File: src/rtl/acc_reg_file_pkg.sv
// Shared types and encodings for the accumulator register file.
package acc_reg_file_pkg;

    // Background clear sequencer states.
    typedef enum logic {
        CLR_IDLE     = 1'b0,
        CLR_CLEARING = 1'b1
    } clr_state_t;

    // RegWrite steering encodings.
    localparam logic [1:0] RW_NONE = 2'b00;
    localparam logic [1:0] RW_A    = 2'b01;
    localparam logic [1:0] RW_B    = 2'b10;
    localparam logic [1:0] RW_ACC  = 2'b11;

endpackage

File: src/rtl/reg_file_clr_seq.sv
// Background clear sequencer: walks every entry index once, low to high,
// asserting clr_en while it does so.
module reg_file_clr_seq
    import acc_reg_file_pkg::*;
#(
    parameter int D = 3
) (
    input  logic         CLK,
    input  logic         Reset,
    input  logic         ClearReq,
    output logic         Busy,
    output logic         clr_en,
    output logic [D-1:0] clr_idx
);

    localparam logic [D-1:0] LAST_IDX = '1;

    clr_state_t   state;
    clr_state_t   stateNext;
    logic [D-1:0] idx;
    logic [D-1:0] idxNext;

    // State and index registers; reset parks the sequencer idle at index 0.
    always_ff @(posedge CLK) begin
        if (Reset) begin
            state <= CLR_IDLE;
            idx   <= '0;
        end else begin
            state <= stateNext;
            idx   <= idxNext;
        end
    end

    // Next-state logic; the index wraps to 0 naturally on the exit transition.
    always_comb begin
        stateNext = state;
        idxNext   = idx;
        case (state)
            CLR_IDLE: begin
                if (ClearReq) begin
                    stateNext = CLR_CLEARING;
                    idxNext   = '0;
                end
            end
            CLR_CLEARING: begin
                idxNext = idx + D'(1);
                if (idx == LAST_IDX) begin
                    stateNext = CLR_IDLE;
                end
            end
            default: begin
                stateNext = CLR_IDLE;
                idxNext   = '0;
            end
        endcase
    end

    assign Busy    = (state == CLR_CLEARING);
    assign clr_en  = Busy;
    assign clr_idx = idx;

endmodule

File: src/rtl/acc_reg_file.sv
// W-bit x 2**D register file with two combinational read ports, one steered
// write port, optional write-to-read bypass, accumulator-zero flag and a
// background clear sequencer.
module acc_reg_file
    import acc_reg_file_pkg::*;
#(
    parameter int W      = 8,
    parameter int D      = 3,
    parameter int ACC    = 0,
    parameter int BYPASS = 1
) (
    input  logic         CLK,
    input  logic         Reset,
    input  logic         AccRead,
    input  logic [1:0]   RegWrite,
    input  logic [D-1:0] srcA,
    input  logic [D-1:0] srcB,
    input  logic [W-1:0] writeValue,
    input  logic         ClearReq,
    output logic [W-1:0] ReadA,
    output logic [W-1:0] ReadB,
    output logic         AccZero,
    output logic         Busy
);

    localparam int          DEPTH   = 2**D;
    localparam logic [D-1:0] ACC_IDX = ACC[D-1:0];

    logic [W-1:0] regs [DEPTH];
    logic         clr_en;
    logic [D-1:0] clr_idx;
    logic         wrEn;
    logic [D-1:0] wrIdx;
    logic [D-1:0] bIdx;

    reg_file_clr_seq #(.D(D)) uClrSeq (
        .CLK      (CLK),
        .Reset    (Reset),
        .ClearReq (ClearReq),
        .Busy     (Busy),
        .clr_en   (clr_en),
        .clr_idx  (clr_idx)
    );

    // Write steering; writes are dropped while the clear sequencer owns the array.
    always_comb begin
        wrIdx = srcA;
        case (RegWrite)
            RW_B:    wrIdx = srcB;
            RW_ACC:  wrIdx = ACC_IDX;
            default: wrIdx = srcA;
        endcase
        wrEn = (RegWrite != RW_NONE) && !clr_en;
    end

    // Storage: reset clears everything, the sequencer clears one entry per cycle.
    always_ff @(posedge CLK) begin
        if (Reset) begin
            for (int i = 0; i < DEPTH; i++) begin
                regs[i] <= '0;
            end
        end else if (clr_en) begin
            regs[clr_idx] <= '0;
        end else if (wrEn) begin
            regs[wrIdx] <= writeValue;
        end
    end

    // Read muxes with optional same-cycle forwarding of the write data.
    always_comb begin
        bIdx  = AccRead ? ACC_IDX : srcB;
        ReadA = regs[srcA];
        ReadB = regs[bIdx];
        if ((BYPASS != 0) && wrEn) begin
            if (wrIdx == srcA) ReadA = writeValue;
            if (wrIdx == bIdx) ReadB = writeValue;
        end
    end

    // Zero flag looks at stored contents only, never at bypassed data.
    assign AccZero = (regs[ACC_IDX] == '0);

endmodule

File: config.mk
export PLATFORM = sky130hd
export DESIGN_NAME = acc_reg_file
export DESIGN_NICKNAME = d
export VERILOG_FILES = /design/src/rtl/acc_reg_file_pkg.sv /design/src/rtl/reg_file_clr_seq.sv /design/src/rtl/acc_reg_file.sv
export SDC_FILE = /design/constraint.sdc
export NUM_CORES = 1
export LEC_CHECK = 0
export CAP_MARGIN = 30
export CORE_MARGIN = 3
export CORE_UTILIZATION = 45
export CTS_BUF_LIST = sky130_fd_sc_hd__clkbuf_4 sky130_fd_sc_hd__clkbuf_8 sky130_fd_sc_hd__clkbuf_16
export DETAILED_ROUTE_END_ITERATION = 6
export PLACE_DENSITY = 0.71
export SLEW_MARGIN = 20
export SYNTH_ARGS = -nofsm -noshare
export SYNTH_HDL_FRONTEND = slang
export SYNTH_SLANG_ARGS = --single-unit
File: constraint.sdc
create_clock -name CLK -period 2.25 [get_ports CLK]
set_input_delay 0.3375 -clock CLK [delete_from_list [all_inputs] [get_ports CLK]]
set_output_delay 0.3375 -clock CLK [all_outputs]
set_load 0.05 [all_outputs]
==> qor.yml <==
clocking:
  cts_hold_buf: 0
  cts.sinks: 68
  cts.clk_slew.worst_paths_ns: 0.08
  clockRootBuffer: "clkbuf_8"
  cts_buffers: 9
  cts_tree: "yes"
  clockBufferDepth: 2
  clk_latency_ns: 0.36
  cts_max_level: 3
logic_synthesis:
  syn_area_um2: 4073
  synth-main-ff-cell: "edfxtp_1"
  syn_nets: 366
  synthDistinctLibCells: 39
  yosysSeqAreaShare_pct: 49.16
  synthCells: 344
  synth_edf_count: 64
  synthArstFlopShare_pct: 0
  ys_ff_latch: 68
  yosys_warnings: 0
  postSynthAreaPerCell_um2: 11.84
worst_hold_path:
  whs_path_depth: 2
  hp-start: "uClrSeq.clr_idx[0]$_SDFFE_PP0P_"
  hold_path.class: "flop to flop"
  whs_endpoint: "uClrSeq.clr_idx[0]$_SDFFE_PP0P_"
routing:
  via_per_inst: 5.859
  postRouteWirelength_mm: 11.60
  drtIter0Drc: 251
  drc: 0
  wl_per_cell_um: 20.98
  ant_nets: 0
  firstDrtPassIters: 4
  dr_total_vias: 3240
critical_path:
  r2r_setup_slack_ns: 0.52
  critical-path-slowest-cell: "mux4_2"
  startpoint: "regs[7][2]$_SDFFCE_PN0P_"
  critPathLaunchType: "flop"
  rr_worst_depth: 7
  crit_arrival_ns: 1.90
  critical_path.max_fanout: 2
  r2r_start: "uClrSeq.Busy$_SDFF_PP0_"
  path_class: "flop to output port"
  cp.required_ns: 1.91
  path_cells: "mux4_2 -> nor2_1 -> a221oi_1 -> mux2_4 -> buf_12"
  slowest_delay_ns: 0.49
  cp-end-kind: "output port"
  timing.rr.end: "regs[7][1]$_SDFFCE_PN0P_"
layout:
  num-fill-cells: 658
  final_cell_area_um2: 5588
  fin_cells: 553
  final_util_pct: 63.76
  diodes: 0
  area_growth_pct: 37.20
  drive_gt1_share_pct: 40.45
  nNetsFinal: 462
pwr:
  power_density_nw_per_um2: 632.9
  peakVddDrop_mv: 0.4481
  pwr-share-seq_pct: 42.1
  power.switching_w: 0.001039
  p_clk_share_pct: 29.9
  intPower_w: 0.002498
  p_leak_nw: 2.155
  comb_power_share_pct: 28.0
  switching_share_pct: 29.37
die:
  die_w_um: 101.1
  die_h_um: 101.1
  rows: 34
  ios: 38
  core_um2: 8763
  initial_utilization_pct: 46.47
  dieArea_um2: 10230
timing:
  setup_tns_ns: 0
  fin_crit_sh_pct: 99.41
  fin_crit_ns: 2.237
  clock_skew_ns: 0.01355
  rsz0062_at_grt: "true"
  slew_violations: 0
  worstMarginPinSlew_ns: 0.5179
  timing.fmax_ghz: 0.4471
  setup_slack_ns: 0.01326
  setup_violations: 0
  slew_headroom_pct: 65.46
  finalHoldViolCount: 0
placement:
  dp.cells: 528
  placed_area_um2: 5156
  port_buffers: 37
  pre_cts_slack_ns: -0.3811
  dpl.hpwl_mm: 8.579
  gp_congestion: 0.8947
grt:
  track_usage_pct: 23.73
  first_global_vias: 3375
  grt_remaining_overflow: 0
  grt_max_degree: 17
  grt_antenna_before_repair: 0
  grt_first_pass_wirelength_mm: 17.95
job:
  drv_cap: 0
run_status:
  status: "finished clean"
-- cells in the final DEF, fill, tap and decap left out, drive strengths merged, types with 4 or more instances in the layout --
master / n
buf: 92
nor2: 81
edfxtp: 64
nand2: 44
mux4: 24
mux2i: 21
mux2: 16
nand2b: 15
clkbuf: 12
clkdlybuf4s50: 11
a221oi: 9
a21oi: 7
nor2b: 6
dfxtp: 4
-- worst max-delay path by stage --
| stage | end | cells after the start |
|---|---|---|
| 6_report | ReadB[2] | 5 |
| 5_1_grt | ReadB[0] | 5 |
| 4_1_cts | ReadB[4] | 7 |
| 3_5_place_dp | ReadB[4] | 7 |
| 3_3_place_gp | ReadB[2] | 7 |
| 2_1_floorplan | regs[1][0]$_SDFFCE_PN0P_ | 5 |
-- layout make-up --
| class | instances | area (um2) | share of cell area (%) |
|---|---|---|---|
| repair buffers | 105 | 1154 | 20.64 |
| multi-input cells | 253 | 2076 | 37.15 |
| flip-flops and latches | 68 | 2006 | 35.89 |
| clock inverters | 5 | 61.31 | 1.097 |
| well taps | 108 | 135.1 | 2.418 |
| clock buffers | 11 | 145.1 | 2.597 |
| inverters | 3 | 11.26 | 0.2015 |
-- power by group through the flow --
stage	combinational, W	clock (W)	sequential (W)
finish	0.000990	0.00106	0.00149
global route	0.00104	0.00112	0.00149
CTS	0.000961	0.00106	0.00149
detailed placement	0.000915	0	0.00152
global placement	0.000903	0	0.00151
floorplan	0.000498	0	0.00149
-- sequential cells by signal, indices dropped and copies added (netlist names) --
register and flops:
regs 64, uClrSeq.clr_idx 3, uClrSeq.Busy 1
-- timing repair --
action                     in CTS  in global routing
setup buffers                   3                  5
pin swaps                       5                  8
cloned                          2                  0
setup endpoints to repair      16                 16
gates resized for setup        62                 24
-- critical path: cells and delay by family (launching register included) --
| kind | cells | cell delay, ns |
|---|---|---|
| AOI/OAI and AO/OA | 1 | 0.06 |
| buffers and inverters | 1 | 0.15 |
| DFF | 1 | 0.43 |
| muxes | 2 | 0.80 |
| and+or+nand+nor | 1 | 0.11 |
-- cell usage after synthesis, types with 2 or more instances --
cell | n | area share [%]
a21oi_1 | 7 | 0.86
clkbuf_1 | 3 | 0.28
mux2i_1 | 21 | 5.2
a211oi_1 | 2 | 0.37
edfxtp_1 | 64 | 47
o21ai_0 | 2 | 0.25
nor2_1 | 81 | 7.5
dfxtp_1 | 4 | 2.0
nand2b_1 | 14 | 2.2
buf_4 | 2 | 0.37
inv_1 | 3 | 0.28
buf_6 | 6 | 1.7
nor2b_1 | 6 | 0.92
a31oi_1 | 3 | 0.46
buf_2 | 8 | 0.98
or4_1 | 2 | 0.37
nor3b_1 | 2 | 0.37
nor3_2 | 2 | 0.49
a221oi_1 | 9 | 1.9
ha_1 | 2 | 0.61
mux2_2 | 16 | 4.4
nand2_1 | 44 | 4.1
xnor2_1 | 2 | 0.43
mux4_2 | 24 | 13
-- kinds of logic (layout without fill, tap and decap cells) --
group,after synthesis,after routing,share of synthesized area (%)
adders and majority gates,2,2,0.6143
AOI/OAI and AO/OA,33,33,6.421
and+or+nand+nor,155,155,16.87
xor gates and xnor gates,2,2,0.4302
DFF,68,68,49.16
buffers and inverters,23,124,3.656
muxes,61,61,22.86
-- routing by layer --
| layer | up-vias | routed length (um) | track usage [%] |
|---|---|---|---|
| met2 | 126 | 6109 | 41.30 |
| li1 | 1470 | - | - |
| met3 | 27 | 636 | 4.063 |
| met1 | 1617 | 4600 | 29.80 |
| met5 | - | 0 | 0 |
| met4 | 0 | 258 | 8.589 |
-- through the flow --
step	power (W)	hold WS, ns
after floorplan	0.001992	0.4881
after global placement	0.002417	0.5067
after detailed placement	0.002432	0.5245
after CTS	0.003513	0.5388
after global routing	0.003649	0.5784
final	0.003536	0.5380
(Power assumes the default switching activity.)
